$ cat src/rtl/shift_add_multiplier.sv
// Sequential 32x32->64 shift-add multiplier: one multiplier bit per clock, 32 iterations, one-cycle Ready strobe.
// Define MULT_SIGNED_EN for two's-complement operands (magnitude multiply with sign fix-up); default is unsigned.
//
//   state | meaning
//   IDLE  | waiting for Start; operands captured on the accepting edge
//   RUN   | one add-and-shift iteration per edge, counter 0..31
//   DONE  | Ready strobe; Product_out holds the new result
module shift_add_multiplier (
  input  logic        clk,
  input  logic        Reset,
  input  logic        Start,
  input  logic [31:0] Multiplicand_in,
  input  logic [31:0] Multiplier_in,
  output logic [63:0] Product_out,
  output logic        Ready,
  output logic        Busy
);

  typedef enum logic [1:0] {IDLE, RUN, DONE} state_t;

  state_t      state_q, state_d;
  logic [4:0]  cnt_q, cnt_d;
  logic [31:0] mcand_q, mcand_d;
  logic [63:0] p_q, p_d;
  logic [63:0] product_q, product_d;
  logic        ready_q, busy_q;
  logic [32:0] sum;
  logic [63:0] p_iter;
  logic [31:0] a_mag, b_mag;
  logic [63:0] p_final;

  // The carry bit of P lives only inside one iteration: it is always zero after the shift.
  assign sum    = {1'b0, p_q[63:32]} + (p_q[0] ? {1'b0, mcand_q} : 33'd0);
  assign p_iter = {sum, p_q[31:1]};

`ifdef MULT_SIGNED_EN
  logic sign_q, sign_d;

  assign a_mag   = Multiplicand_in[31] ? (~Multiplicand_in + 32'd1) : Multiplicand_in;
  assign b_mag   = Multiplier_in[31]   ? (~Multiplier_in + 32'd1)   : Multiplier_in;
  assign p_final = sign_q ? (~p_iter + 64'd1) : p_iter;

  always_comb begin
    sign_d = sign_q;
    if (state_q == IDLE && Start) sign_d = Multiplicand_in[31] ^ Multiplier_in[31];
  end

  always_ff @(posedge clk) begin
    if (Reset) sign_q <= 1'b0;
    else       sign_q <= sign_d;
  end
`else
  assign a_mag   = Multiplicand_in;
  assign b_mag   = Multiplier_in;
  assign p_final = p_iter;
`endif

  always_comb begin
    state_d   = state_q;
    cnt_d     = cnt_q;
    mcand_d   = mcand_q;
    p_d       = p_q;
    product_d = product_q;
    case (state_q)
      IDLE: begin
        if (Start) begin
          state_d = RUN;
          mcand_d = a_mag;
          p_d     = {32'd0, b_mag};
          cnt_d   = 5'd0;
        end
      end
      RUN: begin
        p_d   = p_iter;
        cnt_d = cnt_q + 5'd1;
        if (cnt_q == 5'd31) begin
          state_d   = DONE;
          product_d = p_final;
        end
      end
      DONE:    state_d = IDLE;
      default: state_d = IDLE;
    endcase
  end

  always_ff @(posedge clk) begin
    if (Reset) begin
      state_q   <= IDLE;
      cnt_q     <= 5'd0;
      mcand_q   <= 32'd0;
      p_q       <= 64'd0;
      product_q <= 64'd0;
      ready_q   <= 1'b0;
      busy_q    <= 1'b0;
    end else begin
      state_q   <= state_d;
      cnt_q     <= cnt_d;
      mcand_q   <= mcand_d;
      p_q       <= p_d;
      product_q <= product_d;
      ready_q   <= (state_d == DONE);
      busy_q    <= (state_d != IDLE);
    end
  end

  assign Product_out = product_q;
  assign Ready       = ready_q;
  assign Busy        = busy_q;

endmodule

$ cat config.mk
export PLATFORM = sky130hd
export DESIGN_NAME = shift_add_multiplier
export DESIGN_NICKNAME = d
export VERILOG_FILES = /design/src/rtl/shift_add_multiplier.sv
export SDC_FILE = /design/constraint.sdc
export NUM_CORES = 1
export LEC_CHECK = 0
export CELL_PAD_IN_SITES_DETAIL_PLACEMENT = 2
export CELL_PAD_IN_SITES_GLOBAL_PLACEMENT = 2
export CORE_ASPECT_RATIO = 1.4
export CORE_UTILIZATION = 28
export DETAILED_ROUTE_END_ITERATION = 7
export GPL_TIMING_DRIVEN = 0
export PLACE_DENSITY = 0.79
export SETUP_SLACK_MARGIN = 0.3
export SYNTH_ARGS = -nofsm -noshare
export SYNTH_HDL_FRONTEND = slang
export SYNTH_SLANG_ARGS = --single-unit
$ cat constraint.sdc
create_clock -name clk -period 3.2 [get_ports clk]
set_input_delay 0.48 -clock clk [delete_from_list [all_inputs] [get_ports clk]]
set_output_delay 0.48 -clock clk [all_outputs]
set_load 0.01 [all_outputs]
==> results of run 1 <==
metal layers:
| metal | up-vias | GRT usage [%] | part of all wire [%] |
|---|---|---|---|
| li1 | 3847 | - | - |
| met1 | 4005 | 22.5 | 37 |
| met2 | 179 | 41.9 | 55 |
| met3 | 57 | 4.64 | 4.3 |
| met4 | 0 | 9.17 | 3.4 |
| met5 | - | 0 | 0 |
kinds of logic (layout without fill, tap and decap cells):
| family | Yosys count | in the layout | share of synthesized area [%] |
|---|---|---|---|
| AND/OR/NAND/NOR | 331 | 331 | 18.2 |
| XOR/XNOR | 24 | 24 | 2.65 |
| adder cells (fa/ha/maj) | 35 | 35 | 5.62 |
| flip-flops | 169 | 169 | 42.6 |
| buffers and inverters | 115 | 313 | 5.44 |
| AO/OA/AOI/OAI | 309 | 309 | 25.4 |
power groups by stage:
stage,clock (mW),sequential [mW],combinational (mW)
detailed placement,0,2.27,0.418
global placement,0,2.26,0.406
global route,2.17,2.23,0.506
floorplan,0,2.25,0.228
finish,2.04,2.22,0.465
CTS,2.09,2.22,0.454
registers in the layout, summed over array words and instances, names as in the netlist:
register and count:
Busy 1, Ready 1, Product_out 64, cnt_q 5
mcand_q 32, p_q 64, state_q 2
worst max path at each step:
stage                     slack (ns)              end  cells past startpoint    from
after global placement         -0.33          p_q[62]                     12  p_q[0]
after CTS                      -0.09  Product_out[61]                     13  p_q[0]
after global routing           -0.18  Product_out[61]                     13  p_q[0]
after detailed placement       -0.35          p_q[62]                     12  p_q[0]
after floorplan                 0.19  Product_out[61]                     13  p_q[0]
final                          -0.10          p_q[59]                     14  p_q[0]
cells in the final DEF (no fill, tap or decap), types with 4 or more instances in the layout:
cell type / n
a211oi_1: 4
a21o_1: 19
a21oi_1: 109
a21oi_2: 10
a221oi_1: 31
a22o_1: 11
a22oi_1: 16
a32o_1: 4
and2_1: 26
and2_4: 6
and3_1: 6
buf_4: 34
clkbuf_1: 55
clkbuf_16: 18
clkbuf_2: 4
clkbuf_8: 4
clkdlybuf4s50_1: 131
clkinv_2: 6
dfxtp_1: 168
ha_1: 20
ha_4: 13
inv_1: 40
nand2_1: 189
nand3_1: 18
nand4_1: 8
nor2_1: 47
nor3_1: 4
o211ai_1: 6
o21a_1: 5
o21ai_0: 11
o21ai_1: 5
o21ai_2: 8
o22ai_1: 32
xnor2_1: 16
xor2_1: 6
worst register-to-register path, cell delays in order (launching register included):
cell and delay [ns]:
dfxtp_4 0.37, buf_4 0.14, buf_4 0.14, buf_8 0.13
and2_4 0.16, ha_4 0.22, buf_8 0.14, nand2_1 0.21
nor2_1 0.09, a221o_1 0.36, a21oi_2 0.29, o22ai_1 0.25
a211oi_2 0.38, xnor2_1 0.13, a22o_1 0.19
cell type report:
cell class,count,share of cell area [%]
tap,370,4.14
clock inverter,13,1.16
buffer,71,3.38
multi-input combinational,699,41.5
clock buffer,19,3.87
inverter,44,1.48
timing repair buffer,166,14.2
sequential,169,30.3
what timing repair did:
action                     4_1_cts  5_1_grt
pin swaps                       28       24
setup endpoints to repair       38       41
setup buffers                   25       10
gates resized for setup        108       46
per-stage QoR:
stage	cell area, um2	setup TNS (ns)	power, mW	worst slack [ns]	utilization, %
global route	11200	-1.38	4.90	-0.178	40.3
finish	11200	-0.396	4.73	-0.102	40.3
detailed placement	9750	-3.37	2.68	-0.354	35.1
floorplan	7980	0	2.48	0.190	-
CTS	10900	-0.171	4.76	-0.0947	39.4
global placement	9750	-2.62	2.67	-0.330	35.1
==> impl_metrics.json, run 1 <==
{
  "wire_per_inst_um": 20.6,
  "path_class": "reg2reg",
  "timing.rr.end": "p_q[59]",
  "power_switching_mw": 1.21,
  "status": "complete, but fails checks",
  "crit_fanout": 10,
  "crit_buf_inv": 4,
  "syn_to_final_growth_pct": 41.0,
  "ys_seq_elements": 169,
  "grtUsageTotal_pct": 22.0,
  "synth_top_area_cell": "dfxtp_1",
  "root_buffer": "clkbuf_16",
  "critical-path-max-stage-delay_ns": 0.37,
  "finalSetupViolations": 6,
  "syn_area_um2": 7930,
  "hp-start": "mcand_q[26]",
  "drt_iter0_drc": 236,
  "peakVddDrop_uv": 383,
  "ys_seq_area_share_pct": 42.6,
  "clock_latency_ns": 0.44,
  "drive_above_1_share_pct": 14.1,
  "path_cells": "buf_4 -> buf_4 -> buf_8 -> and2_4 -> ha_4 -> buf_8 -> nand2_1 -> nor2_1 -> a221o_1 -> a21oi_2 -> o22ai_1 -> a211oi_2 -> xnor2_1 -> a22o_1",
  "ys_async_sr_fraction_pct": 0,
  "reg2reg_depth": 14,
  "setup_ws_ns": -0.102,
  "cts_buffers": 17,
  "cap_violations": 0,
  "end_kind": "flip-flop",
  "viasPerCell": 5.21,
  "rsz0062_at_grt": "true",
  "ant_nets": 0,
  "syn_avg_cell_area_um2": 8.07,
  "num_rows": 72,
  "nNetsFinal": 1270,
  "fmax_ghz": 0.303,
  "hold-path-endpoint": "mcand_q[26]",
  "grt_pass1_vias": 9032,
  "hold_violations": 0,
  "hold_depth": 2,
  "path_delay_family": "compound AO/OA/AOI/OAI gates",
  "clock_path_buffers": 2,
  "fillCellCount": 3165,
  "dieWidth_um": 144,
  "multi_input_area_um2": 4650,
  "hpwl_mm": 22.1,
  "cts_tree": "built",
  "intPower_mw": 3.52,
  "dp.cells": 1484,
  "wl_mm": 31.9,
  "violations": "setup timing",
  "max_slew_margin_pct": 44.8,
  "start_util_pct": 28.6,
  "crit_arrival_ns": 3.64,
  "rrSetupSlack_ns": -0.10,
  "p_comb_share_pct": 9.8,
  "yosys_warnings": 0,
  "io_buffers": 131,
  "clk_pin_slew_worst_paths_ns": 0.07,
  "fp.coreArea_um2": 27700,
  "ios": 133,
  "hold_slack_ns": 0.454,
  "dieArea_um2": 29000,
  "htree_levels": 4,
  "grt_overflow": 0,
  "hold_class": "reg2reg",
  "synth_edf_count": 0,
  "synth_common_cells": "192 x nand2_1, 169 x dfxtp_1, 120 x a21oi_1, 68 x clkbuf_1, 50 x nor2_1",
  "fin_cells": 1551,
  "clock_sinks": 169,
  "p_seq_share_pct": 46.9,
  "hold_buffers": 0,
  "cpMaxStageDelayCell": "dfxtp_4",
  "synth_cell_type_count": 52,
  "regArea_um2": 3390,
  "synth_ff_type": "dfxtp_1",
  "tightest_slew_ns": 0.827,
  "required_ns": 3.54,
  "dr_total_vias": 8088,
  "drv_slew": 0,
  "synthCells": 983,
  "netlist_top_cells_area": "dfxtp_1 43%, nand2_1 9.1%, a21oi_1 7.6%",
  "pwr-share-clk_pct": 43.2,
  "period_share_pct": 103,
  "synth.net_count": 1085,
  "gp_congestion": 0.882,
  "p_sw_share_pct": 25.6,
  "p_leak_nw": 4.24,
  "antenna_found_initial": 0,
  "fin_worst_skew_ns": 0.00992,
  "reg2reg_from": "p_q[0]",
  "grt_pass1_wl_mm": 48.6,
  "synth_most_common_cell": "nand2_1",
  "drc": 0,
  "grt_max_degree": 17,
  "min_period_ns": 3.30,
  "startpoint_type": "flip-flop",
  "synth_top_area_share_pct": 42.6,
  "power_per_cell_area_nw_per_um2": 423,
  "dieHeight_um": 201,
  "diodes": 0,
  "drt_first_pass_iters": 4
}
Note: power is estimated with default switching activity, not from simulation.
==> run 2, diff against run 1 <==
Settings changed: CORE_MARGIN from default to 8, GPL_ROUTABILITY_DRIVEN from default to 1.
==> impl_metrics.json, run 2 (synthesis results as in run 1) <==
{
  "status": "complete, but fails checks",
  "violations": "setup timing",
  "dieHeight_um": 215,
  "hold_depth": 2,
  "dr_total_vias": 8266,
  "wl_mm": 34.7,
  "report.power.total_mw": 5.00,
  "root_buffer": "clkbuf_16",
  "rsz0062_at_grt": "true",
  "dieArea_um2": 34000,
  "hold_buffers": 0,
  "required_ns": 3.58,
  "startpoint_type": "flip-flop",
  "p_comb_share_pct": 9.4,
  "fin_worst_skew_ns": 0.0176,
  "viasPerCell": 5.29,
  "crit_arrival_ns": 3.75,
  "path_cells": "clkbuf_16 -> and2_4 -> ha_4 -> inv_2 -> fa_2 -> and2b_1 -> o31a_2 -> a221oi_4 -> o211a_1 -> o31a_1 -> o41a_1 -> or4_1 -> nand3_1",
  "hold_violations": 0,
  "cts_buffers": 17,
  "drt_iter0_drc": 285,
  "grt_max_degree": 17,
  "clk_pin_slew_worst_paths_ns": 0.07,
  "reg2reg_depth": 13,
  "end_kind": "flip-flop",
  "hp-start": "Product_out[5]",
  "cts_tree": "built",
  "antenna_found_initial": 1,
  "critical-path-max-stage-delay_ns": 0.53,
  "diodes": 0,
  "grtUsageTotal_pct": 19.1,
  "grt_overflow": 0,
  "grt_pass1_wl_mm": 50.7,
  "hold_class": "reg2reg",
  "reg2reg_from": "p_q[0]",
  "drive_above_1_share_pct": 15.6,
  "fp.coreArea_um2": 28100,
  "period_share_pct": 105,
  "power_per_cell_area_nw_per_um2": 437,
  "clock_path_buffers": 2,
  "hpwl_mm": 23.1,
  "final_cell_mix": "189 x nand2_1, 168 x dfxtp_1, 131 x clkdlybuf4s50_1",
  "nNetsFinal": 1279,
  "p_seq_share_pct": 44.4,
  "ios": 133,
  "fin_util_pct": 40.7,
  "start_util_pct": 28.2,
  "p_leak_nw": 4.32,
  "gp_congestion": 0.841,
  "cpMaxStageDelayCell": "or4_1",
  "dieWidth_um": 158,
  "peakVddDrop_uv": 403,
  "finalSetupViolations": 19,
  "layout_commonest_cell": "nand2_1",
  "intPower_mw": 3.76,
  "cap_violations": 0,
  "clock_sinks": 169,
  "p_sw_share_pct": 24.9,
  "power_switching_mw": 1.25,
  "grt_pass1_vias": 9276,
  "ant_nets": 0,
  "path_class": "reg2reg",
  "wire_per_inst_um": 22.2,
  "min_period_ns": 3.36,
  "drc": 0,
  "hold-path-endpoint": "Product_out[5]",
  "fillCellCount": 3175,
  "num_rows": 73,
  "syn_to_final_growth_pct": 44.3,
  "max_slew_margin_pct": 41.0,
  "timing.rr.end": "Product_out[61]",
  "htree_levels": 4,
  "crit_fanout": 4,
  "clock_latency_ns": 0.45,
  "tightest_slew_ns": 0.885,
  "fmax_ghz": 0.297,
  "drt_first_pass_iters": 4,
  "drv_slew": 0,
  "pwr-share-clk_pct": 46.3,
  "rrSetupSlack_ns": -0.16,
  "setup_ws_ns": -0.164,
  "io_buffers": 131
}
## run 2: cell count changes in the layout (fill, tap and decap cells not counted), moves of 3 or more
cell	change
buf_6	+11
buf_8	+3
xnor2_1	-4
o21ai_2	+4
xnor2_2	+3
clkinv_2	-4
clkbuf_8	-3
bufinv_16	+3
## run 2: routing by layer
layer / up-vias / track usage [%] / share of wire, %
met4: 2 / 9.30 / 3.7
met2: 206 / 35.2 / 55
met1: 4117 / 19.4 / 37
met5: - / 0 / 0.037
li1: 3863 / - / -
met3: 78 / 4.78 / 4.7
## run 2: how the worst max path moves through the flow
stage | startpoint | endpoint | slack, ns | cells after the start
final | p_q[0] | Product_out[61] | -0.16 | 13
after global routing | p_q[0] | p_q[55] | -0.24 | 10
after CTS | p_q[0] | Product_out[61] | -0.16 | 13
after detailed placement | p_q[0] | p_q[62] | -0.32 | 12
after global placement | p_q[0] | p_q[56] | -0.25 | 12
after floorplan | p_q[0] | Product_out[61] | 0.19 | 13
## run 2: stage by stage
step | setup WS, ns | hold slack [ns] | area [um2] | cells | TNS, ns
floorplan | 0.190 | 0.432 | 7980 | 983 | 0
global placement | -0.249 | 0.439 | 9760 | 1489 | -2.39
detailed placement | -0.322 | 0.451 | 9760 | 1489 | -3.53
CTS | -0.163 | 0.459 | 11000 | 1543 | -0.760
global route | -0.240 | 0.476 | 11400 | 1564 | -2.44
finish | -0.164 | 0.457 | 11400 | 1564 | -1.26
## run 2: layout make-up
type | instances | area [um2] | share of cell area [%]
Buffer | 71 | 384 | 3.36
Clock buffer | 19 | 433 | 3.78
Clock inverter | 12 | 200 | 1.75
Inverter | 44 | 165 | 1.44
Multi-Input combinational cell | 699 | 4700 | 41.1
Sequential cell | 169 | 3390 | 29.6
Tap cell | 375 | 469 | 4.10
Timing Repair Buffer | 175 | 1710 | 14.9
## run 2: critical path: cells and delay by family (launching register included)
family                   cells  cell delay [ns]
AO/OA/AOI/OAI                5             1.28
adder cells (fa/ha/maj)      2             0.48
buffers and inverters        2             0.18
flip-flops                   1             0.38
AND/OR/NAND/NOR              4             0.98
## run 2: what timing repair did
item                       CTS  global route
setup buffers               23            21
setup endpoints to repair   40            40
gates resized for setup    107            74
pin swaps                   38            32
## run 2: power by group through the flow
stage | combinational (mW) | sequential (mW) | clock [mW]
2_1_floorplan | 0.228 | 2.25 | 0
3_3_place_gp | 0.407 | 2.26 | 0
3_5_place_dp | 0.420 | 2.26 | 0
4_1_cts | 0.454 | 2.22 | 2.32
5_1_grt | 0.510 | 2.23 | 2.43
6_report | 0.470 | 2.22 | 2.31
==> run 3, diff against run 2 <==
Settings changed: CORE_MARGIN 8 to 5.
==> impl_metrics.json, run 3 (synthesis results as in run 1) <==
{
  "status": "complete, but fails checks",
  "violations": "setup timing",
  "hold_violations": 0,
  "drc": 0,
  "hold_buffers": 0,
  "clock_path_buffers": 2,
  "gp_congestion": 0.857,
  "hold_slack_ns": 0.452,
  "io_buffers": 131,
  "max_slew_margin_pct": 43.7,
  "wl_met1_mm": 11.9,
  "clk_pin_slew_worst_paths_ns": 0.07,
  "fmax_ghz": 0.300,
  "p_seq_share_pct": 45.7,
  "p_comb_share_pct": 9.2,
  "grt_overflow": 0,
  "crit_fanout": 4,
  "p_leak_nw": 4.23,
  "drt_iter0_drc": 321,
  "grt_pass1_wl_mm": 48.5,
  "dieHeight_um": 209,
  "period_share_pct": 104,
  "hold-path-endpoint": "Product_out[49]",
  "hpwl_mm": 22.6,
  "rrSetupSlack_ns": -0.13,
  "wl_mm": 32.3,
  "crit_arrival_ns": 3.66,
  "dieArea_um2": 31800,
  "diodes": 0,
  "cts_buffers": 17,
  "root_buffer": "clkbuf_16",
  "hold_depth": 2,
  "tightest_slew_ns": 0.844,
  "wl_met3_mm": 1.49,
  "dr_total_vias": 8097,
  "reg2reg_depth": 14,
  "grtUsageTotal_pct": 19.0,
  "maxUsedRoutingLayer": "met4",
  "setup_ws_ns": -0.129,
  "grt_pass1_vias": 8911,
  "fp.coreArea_um2": 28200,
  "clock_sinks": 169,
  "pwr-share-clk_pct": 45.1,
  "rsz0062_at_grt": "true",
  "dieWidth_um": 152,
  "drive_above_1_share_pct": 13.5,
  "power_switching_mw": 1.24,
  "ios": 133,
  "fin_worst_skew_ns": 0.0105,
  "min_period_ns": 3.33,
  "wl_met2_mm": 17.8,
  "final_cell_mix": "189 x nand2_1, 168 x dfxtp_1, 131 x clkdlybuf4s50_1",
  "antenna_found_initial": 0,
  "path_class": "reg2reg",
  "cts_tree": "built",
  "post_dp_cell_area_um2": 9760,
  "intPower_mw": 3.62,
  "timing.rr.end": "p_q[55]",
  "drv_slew": 0,
  "reg2reg_from": "p_q[0]",
  "p_sw_share_pct": 25.5,
  "nNetsFinal": 1270,
  "end_kind": "flip-flop",
  "syn_to_final_growth_pct": 40.9,
  "startpoint_type": "flip-flop",
  "cap_violations": 0,
  "power_per_cell_area_nw_per_um2": 434,
  "num_rows": 73,
  "fin_area_um2": 11200,
  "viasPerCell": 5.20,
  "drt_first_pass_iters": 4,
  "layout_commonest_cell": "nand2_1",
  "wire_per_inst_um": 20.7,
  "htree_levels": 4,
  "peakVddDrop_uv": 385,
  "grt_max_degree": 17,
  "hp-start": "Product_out[49]",
  "required_ns": 3.53,
  "start_util_pct": 28.1,
  "finalSetupViolations": 12,
  "ant_nets": 0,
  "clock_latency_ns": 0.44,
  "hold_class": "reg2reg"
}
[run 3: changes by cell type in the layout (fill, tap and decap cells not counted), sizes merged]
| cell | previous run | this run |
|---|---|---|
| bufinv | 5 | 3 |
| buf | 56 | 43 |
| clkbuf | 78 | 82 |
| clkinv | 6 | 7 |
| inv | 42 | 44 |
[run 3: layout make-up]
class / count / area, um2
Inverter: 44 / 165
Clock inverter: 13 / 170
Fill cell: 3112 / 17000
Timing Repair Buffer: 167 / 1640
Sequential cell: 169 / 3390
Tap cell: 375 / 469
Buffer: 70 / 319
Clock buffer: 19 / 443
Multi-Input combinational cell: 699 / 4580
[run 3: worst max path at each step]
| stage | slack, ns | from | end |
|---|---|---|---|
| after floorplan | 0.19 | p_q[0] | Product_out[61] |
| after global placement | -0.28 | p_q[0] | p_q[62] |
| after detailed placement | -0.34 | p_q[0] | Product_out[61] |
| after CTS | -0.20 | p_q[0] | Product_out[61] |
| after global routing | -0.21 | p_q[0] | p_q[47] |
| final | -0.13 | p_q[0] | p_q[55] |
[run 3: repair_timing]
action | CTS | global route
pin swaps | 26 | 30
gates resized for setup | 78 | 66
buffers inserted | 23 | 13
endpoints found under the setup margin | 38 | 39
[run 3: critical path, stage by stage (launching register included)]
cell and delay [ns]:
dfxtp_4 0.37, clkbuf_16 0.15, and2_4 0.14, ha_4 0.16
inv_2 0.05, fa_2 0.19, and2b_1 0.20, o31a_4 0.31
buf_6 0.12, buf_6 0.11, a221o_1 0.36, a31oi_4 0.34
nor4b_4 0.11, or3_4 0.36, a32o_1 0.25
[run 3: power by group through the flow]
| stage | clock [mW] | combinational [mW] | sequential, mW |
|---|---|---|---|
| 6_report | 2.19 | 0.448 | 2.22 |
| 3_5_place_dp | 0 | 0.417 | 2.26 |
| 4_1_cts | 2.25 | 0.440 | 2.22 |
| 5_1_grt | 2.34 | 0.488 | 2.23 |
| 3_3_place_gp | 0 | 0.405 | 2.26 |
| 2_1_floorplan | 0 | 0.228 | 2.25 |
[run 3: metal layers]
metal	GRT usage [%]	vias up
met5	0	-
met1	19.6	4008
met2	36.7	172
met4	7.82	0
li1	-	3862
met3	4.25	55
[run 3: metrics by stage]
step                setup TNS [ns]  total power, mW  utilization [%]  std cells  setup WS (ns)
floorplan                        0             2.48                -        983          0.190
global placement             -2.20             2.67             34.6       1489         -0.277
detailed placement           -3.53             2.68             34.6       1489         -0.345
CTS                         -0.827             4.91             38.4       1543         -0.205
global route                 -2.04             5.06             39.6       1556         -0.210
finish                      -0.737             4.86             39.6       1556         -0.129
